`src/rtl/br_checkpoint_stack.sv`:
```
// Per-branch checkpoint store (map table, free-list head, ROB tail) indexed by one-hot branch bit.
// Optional protocol checking is built when BR_CKPT_CHECK_EN is defined; otherwise err_o is tied 0.
module br_checkpoint_stack #(
   parameter int BR_MASK_W  = 5,
   parameter int ARCH_REG_N = 32,
   parameter int PRF_IDX_W  = 6,
   parameter int FL_PTR_W   = 5,
   parameter int ROB_IDX_W  = 5
) (
   input  logic                            clk,
   input  logic                            rst,
   input  logic                            save_en_i,
   input  logic [BR_MASK_W-1:0]            save_bit_i,
   input  logic [BR_MASK_W-1:0]            save_dep_mask_i,
   input  logic [ARCH_REG_N*PRF_IDX_W-1:0] map_table_i,
   input  logic [FL_PTR_W-1:0]             fl_head_i,
   input  logic [ROB_IDX_W-1:0]            rob_tail_i,
   input  logic [1:0]                      br_state_i,
   input  logic [BR_MASK_W-1:0]            br_bit_i,
   output logic                            rc_valid_o,
   output logic [ARCH_REG_N*PRF_IDX_W-1:0] rc_map_table_o,
   output logic [FL_PTR_W-1:0]             rc_fl_head_o,
   output logic [ROB_IDX_W-1:0]            rc_rob_tail_o,
   output logic [BR_MASK_W-1:0]            slot_valid_o,
   output logic                            err_o
);
   localparam int MAP_W = ARCH_REG_N*PRF_IDX_W;

   logic [BR_MASK_W-1:0]                valid;
   logic [BR_MASK_W-1:0][BR_MASK_W-1:0] dep;
   logic [BR_MASK_W-1:0][MAP_W-1:0]     map_q;
   logic [BR_MASK_W-1:0][FL_PTR_W-1:0]  fl_q;
   logic [BR_MASK_W-1:0][ROB_IDX_W-1:0] rob_q;

   logic                 is_correct, is_wrong;
   logic [BR_MASK_W-1:0] freed, kill, save_wr, valid_nxt;
   logic [MAP_W-1:0]     rd_map;
   logic [FL_PTR_W-1:0]  rd_fl;
   logic [ROB_IDX_W-1:0] rd_rob;

   assign is_correct = (br_state_i == 2'b01);
   assign is_wrong   = (br_state_i == 2'b10);

   always_comb begin
      freed   = is_correct ? br_bit_i : '0;
      // a mispredict squashes dispatch, so its concurrent save is dropped
      save_wr = (save_en_i && !is_wrong) ? save_bit_i : '0;
      kill    = '0;
      rd_map  = '0;
      rd_fl   = '0;
      rd_rob  = '0;
      for (int j = 0; j < BR_MASK_W; j++) begin
         kill[j] = is_wrong && ((|(dep[j] & br_bit_i)) || br_bit_i[j]);
         if (br_bit_i[j]) begin
            rd_map = rd_map | map_q[j];
            rd_fl  = rd_fl  | fl_q[j];
            rd_rob = rd_rob | rob_q[j];
         end
      end
      valid_nxt = (valid & ~freed & ~kill) | save_wr;
   end

   always_ff @(posedge clk) begin
      if (rst) begin
         valid          <= '0;
         dep            <= '0;
         rc_valid_o     <= 1'b0;
         rc_map_table_o <= '0;
         rc_fl_head_o   <= '0;
         rc_rob_tail_o  <= '0;
      end else begin
         valid      <= valid_nxt;
         rc_valid_o <= is_wrong;
         for (int j = 0; j < BR_MASK_W; j++)
            dep[j] <= save_wr[j] ? (save_dep_mask_i & ~freed) : (dep[j] & ~freed);
         if (is_wrong) begin
            rc_map_table_o <= rd_map;
            rc_fl_head_o   <= rd_fl;
            rc_rob_tail_o  <= rd_rob;
         end
      end
   end

   // snapshot payload carries no reset
   always_ff @(posedge clk) begin
      for (int j = 0; j < BR_MASK_W; j++) begin
         if (!rst && save_wr[j]) begin
            map_q[j] <= map_table_i;
            fl_q[j]  <= fl_head_i;
            rob_q[j] <= rob_tail_i;
         end
      end
   end

   assign slot_valid_o = valid;

`ifdef BR_CKPT_CHECK_EN
   logic err_q, err_now;
   logic save_1h, br_1h;

   always_comb begin
      save_1h = (save_bit_i != '0) && ((save_bit_i & (save_bit_i - 1'b1)) == '0);
      br_1h   = (br_bit_i != '0) && ((br_bit_i & (br_bit_i - 1'b1)) == '0);
      err_now = 1'b0;
      if (save_en_i && !is_wrong)
         err_now = !save_1h || (|(save_bit_i & valid & ~freed));
      if (is_correct || is_wrong)
         err_now = err_now || !br_1h || !(|(br_bit_i & valid));
   end

   always_ff @(posedge clk) begin
      if (rst)          err_q <= 1'b0;
      else if (err_now) err_q <= 1'b1;
   end

   assign err_o = err_q;
`else
   assign err_o = 1'b0;
`endif

endmodule

```
`config.mk`:
```
export PLATFORM = sky130hd
export DESIGN_NAME = br_checkpoint_stack
export DESIGN_NICKNAME = d
export VERILOG_FILES = /design/src/rtl/br_checkpoint_stack.sv
export SDC_FILE = /design/constraint.sdc
export NUM_CORES = 1
export LEC_CHECK = 0
export CAP_MARGIN = 10
export CORE_MARGIN = 4
export CORE_UTILIZATION = 55
export CTS_BUF_LIST = sky130_fd_sc_hd__clkbuf_16
export CTS_CLUSTER_DIAMETER = 60
export DETAILED_ROUTE_END_ITERATION = 10
export HOLD_SLACK_MARGIN = 0.08
export PLACE_DENSITY = 0.77
export SLEW_MARGIN = 25
export SYNTH_ARGS = -nofsm -noshare
export SYNTH_HDL_FRONTEND = slang
export SYNTH_SLANG_ARGS = --single-unit
```
`constraint.sdc`:
```
create_clock -name clk -period 7 [get_ports clk]
set_input_delay 0.7 -clock clk [delete_from_list [all_inputs] [get_ports clk]]
set_output_delay 0.7 -clock clk [all_outputs]
set_load 0.03 [all_outputs]
```
==> impl_table.tex <==
\begin{tabular}{lr}
\hline
Metric & Value \\
\hline
\multicolumn{2}{l}{\textbf{Floorplanning}} \\
Die Outline Area & 82400 um2 \\
Die Wd & 287 um \\
Vert. Die Dim & roughly 290 um \\
Number of ports placed on the die boundary & 431 \\
Core Area & 77300 um2 \\
Std cell rows & just over 100 \\
Initial standard-cell utilization of the core & 55.4\% \\
\multicolumn{2}{l}{\textbf{Synthesis}} \\
Post-synth net total & 2582 \\
Area of the mapped netlist & $\sim$43000 um2 \\
Post-synthesis register bit count & $\sim$1200 \\
Dominant combinational cell family by area after synthesis & compound AO/OA/AOI/OAI gates \\
Adder-cell share of the synthesized area & 0\% \\
Mean area per synthesized cell & 18.2 um2 \\
Sequential element share of the synthesized area & 81.4\% \\
Xor and xnor fraction of the mapped netlist area & 0\% \\
Compound-Gate Fraction of Synth Area & 13.7\% \\
Post-synthesis simple-gate area fraction & around 2.2\% \\
Synth Instances & 2360 \\
Warnings from Yosys & 0 \\
Distinct cells, synth & 27 \\
Mux cell area share after synthesis & 0\% \\
\multicolumn{2}{l}{\textbf{Critical path}} \\
CP Data Arrival Time & $\sim$3.8 ns \\
Crit path capture type & flop \\
Worst stage delay on the critical path & 0.81 ns \\
Peak fanout along the critical path & 62 \\
CP max stage cell & sky130\_fd\_sc\_hd\_\_buf\_4 \\
Cell-by-cell listing of the critical path & clkdlybuf4s50\_1 -> nor2b\_4 -> buf\_4 -> buf\_4 -> nor2\_1 -> a211oi\_1 \\
Worst EP required & 7.56 ns \\
Top cell by count, worst path & sky130\_fd\_sc\_hd\_\_buf\_4 \\
Startpoint-to-endpoint class of the critical path & primary input to flop \\
Startpoint type of the worst setup path & primary input \\
\multicolumn{2}{l}{\textbf{Clocking}} \\
CTS H-Tree Depth & 3 \\
Later-pin clock latency in the skew report & 0.67 ns \\
Max Buffers Root-to-Sink & 3 \\
Number of instances resized during post-cts repair & 0 \\
Num CTS Buffers & $\sim$120 \\
Hold-fix buffers at CTS & 0 \\
Clk pin slew, worst setup/hold paths & approximately 0.060 ns \\
Post-CTS setup buffer count & 0 \\
CTS Root Cell & sky130\_fd\_sc\_hd\_\_clkbuf\_16 \\
TritonCTS clock tree & built \\
Number of sinks handled by clock tree synthesis & 1238 \\
\multicolumn{2}{l}{\textbf{Layout}} \\
Leading cell types in the layout, fill and taps excluded & sky130\_fd\_sc\_hd\_\_edfxtp\_1 (1010), sky130\_fd\_sc\_hd\_\_clkdlybuf4s50\_1 (423), sky130\_fd\_sc\_hd\_\_dfxtp\_1 (228) \\
Most common cell after layout, fill and taps aside & sky130\_fd\_sc\_hd\_\_edfxtp\_1 \\
Area added between synthesis and finish & 20.1\% \\
NumNets Final & 2960 \\
Share of layout cells above drive strength 1 & 7.60\% \\
\multicolumn{2}{l}{\textbf{STA}} \\
Worst slew margin relative to its limit & 21.5\% \\
Count of endpoints failing setup in the final report & 0 \\
Final-layout setup total negative slack & 0 ns \\
Min cycle time layout & 3.27 ns \\
Share of the clock period used by the worst path after layout & 46.7\% \\
Unrepaired setup endpoints after global routing & no \\
Number of pins with negative max-slew slack in the final report & 0 \\
Count of final hold-check violations & 0 \\
Transition time at the pin with the least slew margin & 1.18 ns \\
Achievable clock frequency & 306 MHz \\
Final worst clock skew & 0.0178 ns \\
\multicolumn{2}{l}{\textbf{Placement}} \\
HPWL after DPL & 55800 um \\
Placer's final routability congestion estimate & roughly 0.82 \\
Port Buffers & 429 \\
\multicolumn{2}{l}{\textbf{Power}} \\
Clock group share of total power & a little under 40\% \\
Design Power & about 16 mW \\
Fraction of power spent switching nets & roughly 22\% \\
Sequential share of power & 54.2\% \\
Cell Int Power & $\sim$12 mW \\
Power Density & 304 nW/um2 \\
Combinational Power Share & 7.2\% \\
LEAKAGE & 16.5 nW \\
Switching pwr & 3.49 mW \\
Worst IR Drop VDD & between 0.2 and 0.25 mV \\
\multicolumn{2}{l}{\textbf{Global routing}} \\
Vias in the first global route & 26200 \\
Overflow left after global routing & 0 \\
Maximum number of pins on one net before global-route repair & 155 \\
Global routing usage summed across all routing layers & about a quarter \\
Initial antenna violation count & 23 \\
First-pass GRT wire length & 162000 um \\
\multicolumn{2}{l}{\textbf{Route}} \\
Detailed-route wire length & 110000 um \\
Post-detailed-route via-to-cell ratio & 6.49 \\
Post-detailed-route wirelength per cell & roughly 28 um \\
Routed vias & approximately 25000 \\
Violation count after the first detailed-route iteration & around 3200 \\
Final routed DRC violation total & 0 \\
Length of the first detailed-routing pass in iterations & 9 \\
Post-route ant nets & 0 \\
\multicolumn{2}{l}{\textbf{Flow run}} \\
Max-capacitance violation count & 0 \\
\multicolumn{2}{l}{\textbf{Worst hold path}} \\
Class of the worst hold path & flop to flop \\
\multicolumn{2}{l}{\textbf{Run status}} \\
Result of the run & complete, no violations \\
\hline
\end{tabular}
## flip-flops by register name, indices dropped and copies added, names as in the netlist
name and cells:
rc_rob_tail_o 5, rc_map_table_o 192, dep 20, rc_valid_o 1, rc_fl_head_o 5, rob_q 25
map_q 960, fl_q 25, slot_valid_o 5
## layer usage
layer | GRT usage [%] | vias to the layer above | wire (um) | part of all wire (%)
li1 | - | 10800 | - | -
met1 | 34.1 | 12900 | 41200 | 38
met2 | 42.6 | 1430 | 53200 | 49
met3 | 6.56 | 236 | 11700 | 11
met4 | 9.92 | 16 | 3420 | 3.1
met5 | 0 | - | 90 | 0.082
## critical path, delay by kind of cell
family          cells  cell delay [ns]
simple gates        2             0.59
compound gates      1             0.31
buf+inv             3             2.17
## layout make-up
class,count,area (um2)
multi-input cells,918,6860
clock inverters,102,659
flip-flops and latches,1238,34900
well taps,1040,1300
inverters,10,75.1
diodes,18,45.0
repair buffers,451,4590
clock buffers,122,3050
fillers,5013,25900
## metrics by stage
| step | utilization [%] | setup slack [ns] | area [um2] | hold slack, ns | instances |
|---|---|---|---|---|---|
| floorplan | - | 1.10 | 42800 | 0.453 | 2360 |
| global placement | 61.7 | 2.74 | 47700 | 0.461 | 3656 |
| detailed placement | 61.7 | 2.60 | 47700 | 0.475 | 3656 |
| CTS | 66.5 | 3.25 | 51400 | 0.484 | 3880 |
| global route | 66.5 | 3.60 | 51500 | 0.518 | 3889 |
| finish | 66.6 | 3.73 | 51500 | 0.489 | 3899 |
## final timing paths
check	start	end	slack (ns)	cells after the start
hold / removal	dep[11]	dep[11]	0.49	2
setup reg to reg	map_q[102]	rc_map_table_o[102]	5.86	2
setup / recovery	br_state_i[1]	rc_map_table_o[84]	3.73	6
hold reg to reg	dep[11]	dep[11]	0.49	2
## power groups by stage
stage                     clock network, mW  registers, mW  logic, mW
after floorplan                           0           8.77      0.433
after global placement                    0           8.61       1.11
after detailed placement                  0           8.63       1.13
after global routing                   6.45           8.51       1.20
after CTS                              6.12           8.48       1.13
final                                  6.04           8.48       1.13
## cell usage after synthesis
cell / count / area, um2
sky130_fd_sc_hd__a211o_1: 5 / 43.8
sky130_fd_sc_hd__a211oi_1: 190 / 1430
sky130_fd_sc_hd__a211oi_2: 12 / 150
sky130_fd_sc_hd__a21o_1: 5 / 37.5
sky130_fd_sc_hd__a21oi_1: 35 / 175
sky130_fd_sc_hd__a221oi_1: 186 / 1630
sky130_fd_sc_hd__a221oi_2: 16 / 240
sky130_fd_sc_hd__a222oi_1: 207 / 2070
sky130_fd_sc_hd__and2_1: 5 / 31.3
sky130_fd_sc_hd__buf_1: 5 / 18.8
sky130_fd_sc_hd__buf_2: 72 / 360
sky130_fd_sc_hd__buf_4: 25 / 188
sky130_fd_sc_hd__buf_6: 20 / 225
sky130_fd_sc_hd__buf_8: 1 / 15.0
sky130_fd_sc_hd__clkbuf_1: 70 / 263
sky130_fd_sc_hd__clkbuf_2: 1 / 5.00
sky130_fd_sc_hd__conb_1: 1 / 3.75
sky130_fd_sc_hd__dfxtp_1: 228 / 4560
sky130_fd_sc_hd__edfxtp_1: 1010 / 30300
sky130_fd_sc_hd__inv_1: 10 / 37.5
sky130_fd_sc_hd__nand2_1: 5 / 18.8
sky130_fd_sc_hd__nand2b_1: 1 / 6.26
sky130_fd_sc_hd__nand3_1: 20 / 100
sky130_fd_sc_hd__nor2_1: 203 / 762
sky130_fd_sc_hd__nor2b_1: 2 / 12.5
sky130_fd_sc_hd__o21ai_0: 20 / 100
sky130_fd_sc_hd__or3_1: 5 / 31.3
## cell families after synthesis
family	Yosys count
AOI/OAI and AO/OA	676
other	1
DFF	1238
and+or+nand+nor	241
buffers and inverters	204
No activity file was read; power rests on OpenSTA's default activity.
